<file path="config.mk">
export PLATFORM = sky130hd
export DESIGN_NAME = imm_ext_pipe
export DESIGN_NICKNAME = d
export VERILOG_FILES = /design/src/rtl/imm_ext_pipe.sv
export SDC_FILE = /design/constraint.sdc
export NUM_CORES = 1
export LEC_CHECK = 0
export CAP_MARGIN = 20
export CELL_PAD_IN_SITES_DETAIL_PLACEMENT = 2
export CELL_PAD_IN_SITES_GLOBAL_PLACEMENT = 2
export CORE_ASPECT_RATIO = 2
export CORE_UTILIZATION = 35
export CTS_CLUSTER_DIAMETER = 60
export DETAILED_ROUTE_END_ITERATION = 10
export PLACE_DENSITY_LB_ADDON = 0.08
export SYNTH_ARGS = -nofsm -noshare
export SYNTH_HDL_FRONTEND = slang
export SYNTH_SLANG_ARGS = --single-unit
</file>
<file path="constraint.sdc">
create_clock -name clk -period 6.7 [get_ports clk]
set_input_delay 0.67 -clock clk [delete_from_list [all_inputs] [get_ports clk]]
set_output_delay 0.67 -clock clk [all_outputs]
set_load 0.005 [all_outputs]
</file>
<file path="src/rtl/imm_ext_pipe.sv">
// Immediate-extension unit: extends an immediate according to a mode and queues the
// result, tag and reserved-mode flag in a DEPTH-entry FIFO behind a valid/ready handshake.
module imm_ext_pipe #(
    parameter int IMM_W = 16,
    parameter int OUT_W = 32,
    parameter int TAG_W = 4,
    parameter int DEPTH = 4
) (
    input  logic                     clk,
    input  logic                     reset,
    input  logic                     flush,
    input  logic                     in_valid,
    output logic                     in_ready,
    input  logic [IMM_W-1:0]         in_imm,
    input  logic [2:0]               in_mode,
    input  logic [TAG_W-1:0]         in_tag,
    output logic                     out_valid,
    input  logic                     out_ready,
    output logic [OUT_W-1:0]         out_data,
    output logic [TAG_W-1:0]         out_tag,
    output logic                     out_err,
    output logic [$clog2(DEPTH):0]   level
);

    localparam int PTR_W = $clog2(DEPTH);
    localparam int EXT_W = OUT_W - IMM_W;

    typedef struct packed {
        logic [OUT_W-1:0] data;
        logic [TAG_W-1:0] tag;
        logic             err;
    } entry_t;

    entry_t            mem_q [DEPTH];
    logic [PTR_W-1:0]  wr_ptr_q, wr_ptr_d;
    logic [PTR_W-1:0]  rd_ptr_q, rd_ptr_d;
    logic [PTR_W:0]    level_q, level_d;

    logic [OUT_W-1:0]  sext;
    entry_t            ext_d;
    logic              push, pop;

    always_comb begin
        sext       = {{EXT_W{in_imm[IMM_W-1]}}, in_imm};
        ext_d      = '0;
        ext_d.tag  = in_tag;
        unique case (in_mode)
            3'b000:  ext_d.data = {{EXT_W{1'b0}}, in_imm};
            3'b001:  ext_d.data = sext;
            3'b010:  ext_d.data = {in_imm, {EXT_W{1'b0}}};
            3'b011:  ext_d.data = sext << 2;
            3'b100:  ext_d.data = {{(OUT_W-8){in_imm[7]}}, in_imm[7:0]};
            3'b101:  ext_d.data = {{(OUT_W-8){1'b0}}, in_imm[7:0]};
            default: ext_d.err  = 1'b1;
        endcase
    end

    // DEPTH is a power of two, so the level MSB alone marks a full FIFO.
    assign in_ready  = ~level_q[PTR_W];
    assign out_valid = |level_q;
    assign push      = in_valid & in_ready;
    assign pop       = out_valid & out_ready;
    assign level     = level_q;

    // Head fields are forced to zero while empty so reset leaves the outputs clean
    // without having to clear the storage array.
    assign out_data = out_valid ? mem_q[rd_ptr_q].data : '0;
    assign out_tag  = out_valid ? mem_q[rd_ptr_q].tag  : '0;
    assign out_err  = out_valid ? mem_q[rd_ptr_q].err  : 1'b0;

    always_comb begin
        wr_ptr_d = wr_ptr_q;
        rd_ptr_d = rd_ptr_q;
        level_d  = level_q;
        if (flush) begin
            wr_ptr_d = '0;
            rd_ptr_d = '0;
            level_d  = '0;
        end else begin
            if (push) wr_ptr_d = wr_ptr_q + 1'b1;
            if (pop)  rd_ptr_d = rd_ptr_q + 1'b1;
            case ({push, pop})
                2'b10:   level_d = level_q + 1'b1;
                2'b01:   level_d = level_q - 1'b1;
                default: level_d = level_q;
            endcase
        end
    end

    always_ff @(posedge clk or negedge reset) begin
        if (!reset) begin
            wr_ptr_q <= '0;
            rd_ptr_q <= '0;
            level_q  <= '0;
        end else begin
            wr_ptr_q <= wr_ptr_d;
            rd_ptr_q <= rd_ptr_d;
            level_q  <= level_d;
        end
    end

    always_ff @(posedge clk) begin
        if (push && !flush) mem_q[wr_ptr_q] <= ext_d;
    end

endmodule

</file>
## After elaboration in Yosys (flattened, before gate mapping)

Memories as Yosys holds them, arrays and structs flattened.
Index checks and enable logic that the tools add are counted.
Widths: inputs -> output; s select.

| word-level totals | value |
|---|---|
| output and inout port bits | 42 |
| memories kept | 1 |
| bits of input ports | 28 |
| logic and storage cells | 39 |
| register bits after elaboration | 7 |
| RAM bits | 148 |

Memories:

| memory | depth | bits a word | rd ports | clocked after Yosys merged registers in | wr ports | line | text |
|---|---|---|---|---|---|---|---|
| mem_q | 4 | 37 | 1 | 0 | 1 | 34 | `entry_t mem_q [DEPTH];` |

| operators by class | value |
|---|---|
| add/subtract/negate cells | 4 |
| muxes and demuxes | 13 |
| equality and inequality tests | 7 |
| reduce and logical (&&, ||, !) cells | 8 |
| bitwise operators | 3 |

Operator list:

| cell | number |
|---|---|
| $pmux 32 s6 | 1 |
| $mux 32 | 1 |
| $mux 2 | 4 |
| $eq 3x2->1 const B | 2 |
| $eq 3x3->1 const B | 2 |
| $pmux 3 s2 | 1 |
| $reduce_or 6->1 | 1 |
| $add 2x1->2 const B | 2 |
| $mux 1 | 4 |
| $mux 4 | 1 |
| $reduce_bool 2->1 | 2 |
| $add 3x1->3 const B | 1 |
| $eq 3x1->1 const B | 1 |
| $logic_not 3->1 | 1 |
| $mux 3 | 1 |
| $reduce_bool 3->1 | 1 |
| $reduce_or 3->1 | 1 |
| $sub 3x1->3 const B | 1 |
| $and 1x1->1 | 2 |
| $eq 2x1->1 const B | 1 |
| $eq 2x2->1 const B | 1 |
| $logic_and 1x1->1 | 1 |
| $logic_not 1->1 | 1 |
| $not 1->1 | 1 |

## Longest topological paths before layout

| depth | value |
|---|---|
| depth in word-level cells | 5 |
| depth in mapped cells | 9 |
| mapped depth without buffers | 8 |

## Least setup slack after synthesis

No wires, ideal clock.

| timing path | value |
|---|---|
| path kind | input to register |
| start | input in_valid |
| end | memory mem_q[0][0] (netlist bit) (enable) |
| required time | 6.302 ns |
| buffers on the path | 0 |
| arrival time | 2.039 ns |
| slack | 4.263 ns |
| stages on the path | 3 |
| library setup time | 0.398 ns |
| path through | or2b_2 -> nor2_1 -> and2_1 |

| between the ends | value |
|---|---|
| word-level cells in the longest chain between the ends | 4 |

RTL lines:

| element | line | text |
|---|---|---|
| from (decl) | 12 | `input logic in_valid,` |
| $and 1x1->1 | 61 | `assign push = in_valid & in_ready;` |
| $logic_and 1x1->1 | 103 | `if (push && !flush) mem_q[wr_ptr_q] <= ext_d;` |
| $mux 1 | 103 |  |
| $mux 1 (not written as such) | 103 |  |
| to (decl) | 34 |  |

Every way passes these cells.

## Worst setup path in the final report

| timing path | value |
|---|---|
| start | register rd_ptr_q[0] |
| end | output out_data[19] |

| between the ends | value |
|---|---|
| word-level cells in the longest chain between the ends | 2 |

RTL lines:

| element | line | text |
|---|---|---|
| from (decl) | 36 | `logic [PTR_W-1:0] rd_ptr_q, rd_ptr_d;` |
| from (signal assigned) | 97 | `rd_ptr_q <= rd_ptr_d;` |
| $mem_v2 4x37 | n/a |  |
| $mux 32 | 67 | `assign out_data = out_valid ? mem_q[rd_ptr_q].data : '0;` |
| to (decl) | 19 | `output logic [OUT_W-1:0] out_data,` |

Every way passes these cells.

==> insert_results.sql <==
INSERT INTO impl_metrics (metric_group, metric, value, unit) VALUES
('clocking', 'cts-root-to-sink-buffers', '2', ''),
('synthesis', 'yosys_register_bits', '155', ''),
('route', 'initialDrtViolationCount', '167', ''),
('route', 'drc', '2', ''),
('clocking', 'ctsHoldBuffers', '0', ''),
('clocking', 'clockRootBuffer', 'sky130_fd_sc_hd__clkbuf_16', ''),
('timing', 'finalClockSkew', '0.01049', 'ns'),
('synthesis', 'mapped_nets', '404', ''),
('pwr', 'seq_power_share', '45.6', '%'),
('clocking', 'clock_latency', '0.43', 'ns'),
('synthesis', 'yosysSeqAreaShare', '70.96', '%'),
('route', 'routed_via_density', '5.212', ''),
('pwr', 'netSwitchingPower', '0.6018', 'mW'),
('pwr', 'internal_power', '1.855', 'mW'),
('synthesis', 'post-synth-top-area-cell', 'sky130_fd_sc_hd__edfxtp_1', ''),
('placed_design', 'pre_cts_slack', '3.635', 'ns'),
('timing', 'grt_setup_unrepaired', 'false', ''),
('pwr', 'total_leakage_power', '2.730', 'nW'),
('outcome', 'run_status', 'finished with violations', ''),
('route', 'post_drt_wl_per_cell', '23.59', 'um'),
('clocking', 'cts_setup_buffers', '0', ''),
('timing', 'totalNegativeSetupSlack', '0', 'ns'),
('floorplanning', 'core-area', '18220', 'um^2'),
('timing', 'worst_pin_slew', '0.9714', 'ns'),
('setup_path', 'end_kind', 'output port', ''),
('floorplanning', 'ios', '70', ''),
('route', 'firstDrtPassIters', '9', ''),
('setup_path', 'timing.critical_path.from_type', 'register', ''),
('setup_path', 'cp_data_required_time', '6.03', 'ns'),
('floorplanning', 'floorplan_row_count', '70', ''),
('floorplanning', 'die_width', '98.44', 'um'),
('placed_design', 'gp_congestion', '0.7359', ''),
('clocking', 'tritoncts.num_buffers', '17', ''),
('grt', 'antenna_found_initial', '1', ''),
('timing', 'drv_slew', '0', ''),
('timing', 'final-setup-viol-count', '0', ''),
('layout', 'post_route_cells_drive_above_1_share', '18.78', '%'),
('pwr', 'share_clk_of_total_power', '40.0', '%'),
('flow_run', 'drv.max_cap_violation_count', '0', ''),
('layout', 'final_nets', '478', ''),
('hold_path', 'holdCritPathClass', 'in2async', ''),
('grt', 'grt_start_max_net_pins', '42', ''),
('synthesis', 'yosys-top-cells-area', 'sky130_fd_sc_hd__edfxtp_1, sky130_fd_sc_hd__mux4_2, sky130_fd_sc_hd__and2_1', ''),
('synthesis', 'synth.avg_cell_area', '17.55', 'um^2'),
('pwr', 'peakVddDrop', '0.1873', 'mV'),
('clocking', 'htree_levels', '4', ''),
('pwr', 'pwr-share-comb', '14.5', '%'),
('grt', 'grt_pass1_vias', '4028', ''),
('clocking', 'cts_tree', 'built', ''),
('timing', 'worst_slack', '3.301', 'ns'),
('grt', 'grt_pass1_wl', '24720', 'um'),
('layout', 'synthToLayoutAreaGrowth', '23.28', '%'),
('grt', 'grt_remaining_overflow', '0', ''),
('floorplanning', 'fp.dieArea', '19180', 'um^2'),
('timing', 'slew_headroom', '35.03', '%'),
('placed_design', 'numPortBuffers', '69', ''),
('outcome', 'failed_checks', 'DRC', ''),
('clocking', 'number_of_resized_instances_in_the_post_cts_repair_step', '0', ''),
('timing', 'final_hold_viol_count', '0', ''),
('pwr', 'netSwitchingFraction', '24.50', '%'),
('grt', 'grtUsageTotal', '18.05', '%'),
('route', 'detail_route.wirelength', '15930', 'um'),
('synthesis', 'synth_cell_type_count', '32', ''),
('clocking', 'worst_setup_hold_path_clk_slew', '0.07', 'ns'),
('synthesis', 'yosys_synthesis_warning_count', '0', ''),
('timing', 'min_period_over_period', '50.73', '%'),
('timing', 'max_clock_freq', '0.2942', 'GHz'),
('clocking', 'number_of_clock_sinks', '155', ''),
('synthesis', 'yosysTopAreaCellShare', '68.27', '%'),
('setup_path', 'crit_path_category', 'reg2out', ''),
('setup_path', 'arrival', '2.73', 'ns'),
('floorplanning', 'start_util', '35.73', '%'),
('setup_path', 'path_max_fanout', '39', ''),
('placed_design', 'place.detailed.hpwl', '9912', 'um'),
('floorplanning', 'die_y', '194.9', 'um'),
('route', 'routed-via-count', '3518', ''),
('route', 'drt.antenna.violating_nets', '0', ''),
('pwr', 'p_per_area', '306.1', 'nW/um^2'),
('synthesis', 'syn_area', '6510', 'um^2'),
('timing', 'fin_crit', '3.399', 'ns'),
('synthesis', 'synthesis.instances', '371', '');
worst max-delay path, cell delays in order, from the launching register on:
cell and delay, ns:
sky130_fd_sc_hd__dfrtp_2 0.34, sky130_fd_sc_hd__buf_4 0.64, sky130_fd_sc_hd__mux4_2 0.65, sky130_fd_sc_hd__and2_1 0.18, sky130_fd_sc_hd__clkdlybuf4s50_1 0.44
logic make-up after synthesis:
kind of cell | after synthesis | share of synthesized area [%]
fa+ha+maj | 5 | 1.076
flops | 155 | 70.96
buf+inv | 32 | 2.422
xor+xnor | 4 | 0.5382
compound gates | 51 | 4.824
mux | 38 | 12.95
simple gates | 86 | 7.227
power by group through the flow:
stage          sequential [mW]  clock, mW  combinational (mW)
2_1_floorplan             1.14          0               0.196
5_1_grt                   1.12       1.03               0.390
4_1_cts                   1.12       1.00               0.369
6_report                  1.12      0.982               0.355
3_5_place_dp              1.14          0               0.366
3_3_place_gp              1.14          0               0.360
layout make-up:
type | instances | area [um^2]
repair buffers | 77 | 750.7
clock buffers | 17 | 425.4
diodes | 1 | 2.502
multi-input cells | 184 | 1738
flip-flops and latches | 155 | 4621
inverters | 10 | 37.54
well taps | 216 | 270.3
fillers | 1699 | 10190
clock inverters | 15 | 180.2
routing by layer:
metal  GRT usage (%)  share of wire (%)
met3           3.776                3.2
met1           20.60                 40
met4           6.468                1.8
met2           32.89                 55
met5               0                  0
path summary, 6_finish.rpt:
kind / cells past startpoint / end / startpoint / slack (ns)
max in group asynchronous: 1 / rd_ptr_q[0] / reset / 5.89
min in group clk: 2 / wr_ptr_q[1] / wr_ptr_q[1] / 0.61
min: 1 / level[2] / reset / 0.51
max reg2reg: 8 / level[2] / level[0] / 4.24
min reg2reg: 2 / wr_ptr_q[1] / wr_ptr_q[1] / 0.61
max: 4 / out_data[19] / rd_ptr_q[0] / 3.30
placed cells by master (no fill, tap or decap), types with 3 or more instances in the layout:
| cell | instances |
|---|---|
| sky130_fd_sc_hd__inv_6 | 6 |
| sky130_fd_sc_hd__nand2_1 | 21 |
| sky130_fd_sc_hd__mux4_2 | 37 |
| sky130_fd_sc_hd__clkbuf_16 | 17 |
| sky130_fd_sc_hd__o22ai_1 | 7 |
| sky130_fd_sc_hd__nor2b_1 | 3 |
| sky130_fd_sc_hd__clkinv_4 | 5 |
| sky130_fd_sc_hd__ha_1 | 4 |
| sky130_fd_sc_hd__and2_2 | 4 |
| sky130_fd_sc_hd__edfxtp_1 | 148 |
| sky130_fd_sc_hd__inv_1 | 10 |
| sky130_fd_sc_hd__and2_1 | 39 |
| sky130_fd_sc_hd__a21o_1 | 15 |
| sky130_fd_sc_hd__nand3_1 | 3 |
| sky130_fd_sc_hd__o21ai_0 | 13 |
| sky130_fd_sc_hd__nor2_1 | 9 |
| sky130_fd_sc_hd__dfrtp_1 | 6 |
| sky130_fd_sc_hd__clkdlybuf4s50_1 | 69 |
| sky130_fd_sc_hd__buf_4 | 8 |
| sky130_fd_sc_hd__a21oi_1 | 13 |
sequential cells by signal (all words and copies together), names as in the netlist:
register	flops
wr_ptr_q	2
mem_q	148
rd_ptr_q	2
level	3
cell usage after synthesis:
| library cell | instances |
|---|---|
| sky130_fd_sc_hd__a21o_1 | 15 |
| sky130_fd_sc_hd__nor3b_1 | 1 |
| sky130_fd_sc_hd__a21oi_1 | 13 |
| sky130_fd_sc_hd__o21ai_0 | 13 |
| sky130_fd_sc_hd__buf_6 | 3 |
| sky130_fd_sc_hd__ha_1 | 4 |
| sky130_fd_sc_hd__nand2b_1 | 1 |
| sky130_fd_sc_hd__xor2_1 | 2 |
| sky130_fd_sc_hd__nor4_1 | 1 |
| sky130_fd_sc_hd__a31oi_1 | 1 |
| sky130_fd_sc_hd__edfxtp_1 | 148 |
| sky130_fd_sc_hd__xnor2_1 | 2 |
| sky130_fd_sc_hd__clkbuf_1 | 11 |
| sky130_fd_sc_hd__o22ai_1 | 7 |
| sky130_fd_sc_hd__or3b_2 | 1 |
| sky130_fd_sc_hd__nor2_1 | 9 |
| sky130_fd_sc_hd__fa_1 | 1 |
| sky130_fd_sc_hd__or2b_2 | 1 |
| sky130_fd_sc_hd__mux2i_1 | 1 |
| sky130_fd_sc_hd__or3_4 | 1 |
| sky130_fd_sc_hd__a221oi_1 | 1 |
| sky130_fd_sc_hd__o31ai_2 | 1 |
| sky130_fd_sc_hd__buf_4 | 2 |
| sky130_fd_sc_hd__dfrtp_1 | 7 |
| sky130_fd_sc_hd__buf_2 | 6 |
| sky130_fd_sc_hd__and2_1 | 43 |
| sky130_fd_sc_hd__nand3_1 | 3 |
| sky130_fd_sc_hd__inv_1 | 10 |
| sky130_fd_sc_hd__and3_1 | 1 |
| sky130_fd_sc_hd__nor2b_1 | 3 |
| sky130_fd_sc_hd__nand2_1 | 21 |
| sky130_fd_sc_hd__mux4_2 | 37 |
through the flow:
stage                     hold WS [ns]  utilization, %  std cells  power (mW)  cell area, um^2
after global routing            0.5180           44.05        675       2.546             8025
final                           0.5145           44.05        675       2.457             8025
after CTS                       0.5091           44.04        674       2.494             8023
after global placement          0.5840           40.67        641       1.497             7410
after detailed placement        0.6140           40.71        642       1.507             7417
after floorplan                 0.3744               -        371       1.332             6510
No activity file was read; power rests on OpenSTA's default activity.
==> variant, RTL diff (config.mk and constraints unchanged) <==
Put a register stage on the output `out_err`, cleared by the reset. The value now appears one clock later. The other outputs are not delayed to match.
--- a/src/rtl/imm_ext_pipe.sv
+++ b/src/rtl/imm_ext_pipe.sv
@@ -67,5 +67,11 @@
     assign out_data = out_valid ? mem_q[rd_ptr_q].data : '0;
     assign out_tag  = out_valid ? mem_q[rd_ptr_q].tag  : '0;
-    assign out_err  = out_valid ? mem_q[rd_ptr_q].err  : 1'b0;
+    always_ff @(posedge clk or negedge reset) begin
+        if (!reset) begin
+            out_err <= '0;
+        end else begin
+            out_err <= out_valid ? mem_q[rd_ptr_q].err  : 1'b0;
+        end
+    end
 
     always_comb begin
Check against the original RTL: not equivalent (Yosys sat finds a counterexample within 4 cycles, from zero or initial values and one cycle with reset low).
==> variant against the unedited design <==
- setup slack better by 0.055 ns
- final area is 0.48% higher
- synthesized area is 1.0% higher
- total power is 0.17% higher
- wire length is 0.94% lower
- cell count is 0.15% higher
- combinational power hardly changed
- maximum frequency is 1.6% higher
- utilization hardly changed
- sequential cell count is 1 higher
- highest routed layer unchanged
==> variant: results (changes against the unedited design) <==
{| class="wikitable"
! Metric !! Value
|-
| Count of non-filler cells in the finished layout || 676 (+0.15%)
|-
| Antenna violations before repair || 0 (-1)
|-
| Routed wire length || 15,800 um (-0.94%)
|-
| Length of the first detailed-routing pass in iterations || 4 (-5)
|-
| Setup clock skew after layout || 0.00683 ns (-0.00366 ns)
|-
| Leakage power total || 0.00274 uW (+0.21%)
|-
| Crit-path max FO || 39 (unchanged)
|-
| Post-Place Cells || 644 (+0.31%)
|-
| Worst-case setup slack after placement || 3.62 ns (-0.0184 ns)
|-
| Master of the slowest instance on the critical path || sky130_fd_sc_hd__buf_4
|-
| Via count of the first global-routing pass || 4,065 (+0.92%)
|-
| Count of vias placed by the detailed router || 3,573 (+1.6%)
|-
| Prevailing post-synth register cell || sky130_fd_sc_hd__edfxtp_1
|-
| Leading post-synthesis cells by cell area || sky130_fd_sc_hd__edfxtp_1 (68%), sky130_fd_sc_hd__mux4_2 (13%), sky130_fd_sc_hd__and2_1 (4.1%)
|-
| Count of input and output buffers || 69 (unchanged)
|-
| CTS Root Cell || sky130_fd_sc_hd__clkbuf_16
|-
| Clock tree buffer depth || 2 (unchanged)
|-
| Register area share after synthesis || 0.706 (-0.00335)
|-
| Number of warnings printed during yosys synthesis || 0 (unchanged)
|-
| Count of fill cells added during filler insertion || 1,727 (+1.6%)
|-
| Placed wire-length estimate after detailed placement || 9900 um (-0.16%)
|-
| Net count, final || 480 (+0.42%)
|-
| Hold buffer count at CTS || 0 (unchanged)
|-
| Number of DRC markers after the initial detailed-route iteration || 116 (-31%)
|-
| Arrival time worst endpoint || 2.67 ns (-0.06 ns)
|-
| Worst hold margin || 0.555 ns (+0.0407 ns)
|-
| First-pass GRT wire length || 24,500 um (-1.1%)
|-
| Top cells by instance count after synthesis || sky130_fd_sc_hd__edfxtp_1 (148), sky130_fd_sc_hd__and2_1 (43), sky130_fd_sc_hd__mux4_2 (37), sky130_fd_sc_hd__nand2_1 (22), sky130_fd_sc_hd__o21ai_0 (15)
|-
| Reg2Reg Launch Point || level[0]
|-
| Peak supply drop || 181 uV (-3.2%)
|-
| Fraction of registers with async set/reset || 0.0513 (+0.00612)
|-
| Diode count || 0 (-1)
|-
| Worst setup slack for register-to-register paths || 4.24 ns (about the same)
|-
| Tightest slew margin relative to the limit || 0.421 (+0.0708)
|-
| All-Layer GR Usage || 0.176 (-0.00456)
|-
| Pin count of the biggest net entering global routing || 42 (unchanged)
|-
| Layout cell share with drive strength beyond 1 || 0.202 (+0.0144)
|-
| Latest clock arrival within the worst-skew pair || 0.42 ns
|-
| Number of cells produced by synthesis || 375 (+1.1%)
|-
| Synthesized net count || 408 (+0.99%)
|-
| Cell class contributing the biggest share of worst-path delay || buffers and inverters
|-
| Result of the run || completed
|-
| Max incr delay on CP || 0.63 ns (-0.02 ns)
|-
| Synth unique cells || 35 (+9.4%)
|-
| Final weighted congestion of routability-driven global placement || 0.748 (+1.7%)
|}
==> variant: through the flow <==
| stage | total power (uW) | cell area, um2 |
|---|---|---|
| after floorplan | 1340 | 6580 |
| after global placement | 1500 | 7450 |
| after detailed placement | 1510 | 7470 |
| after CTS | 2500 | 8060 |
| after global routing | 2550 | 8060 |
| final | 2460 | 8060 |
==> variant: layout make-up <==
cell class | instances | area (um2) | area share
repair buffers | 76 | 747 | 0.0926
flip-flops and latches | 156 | 4650 | 0.576
clock inverters | 15 | 173 | 0.0214
multi-input cells | 186 | 1770 | 0.219
clock buffers | 17 | 425 | 0.0528
well taps | 216 | 270 | 0.0335
inverters | 10 | 37.5 | 0.00465
==> variant: worst max path at each step <==
stage               slack (ns)            to
floorplan                 4.32   mem_q[0][0]
global placement          3.49  mem_q[0][33]
detailed placement        3.62  mem_q[3][21]
CTS                       3.23   out_data[5]
global route              3.16  out_data[19]
finish                    3.36  out_data[21]
==> variant: metal layers <==
| layer | track usage | up-vias | share of wire |
|---|---|---|---|
| li1 | - | 1592 | - |
| met1 | 0.189 | 1901 | 0.37 |
| met2 | 0.337 | 66 | 0.59 |
| met3 | 0.0360 | 14 | 0.024 |
| met4 | 0.0553 | 0 | 0.010 |
| met5 | 0 | - | 0 |
==> variant: cell families (layout without fill, tap and decap cells) <==
family                   after synthesis  after routing  share of synthesized area
flip-flops                           156            156                      0.706
AND/OR/NAND/NOR                       90             90                     0.0774
AO/OA/AOI/OAI                         49             49                     0.0451
multiplexers                          38             38                      0.128
buffers and inverters                 33            118                     0.0268
adder cells (fa/ha/maj)                5              5                     0.0107
XOR/XNOR                               4              4                    0.00533
==> variant: where the power goes <==
group	leakage, uW	internal [uW]	switching [uW]	total, uW
Sequential	0.00147	1110	14.5	1130
Combinational	0.000969	189	166	355
Clock	0.000296	563	416	979
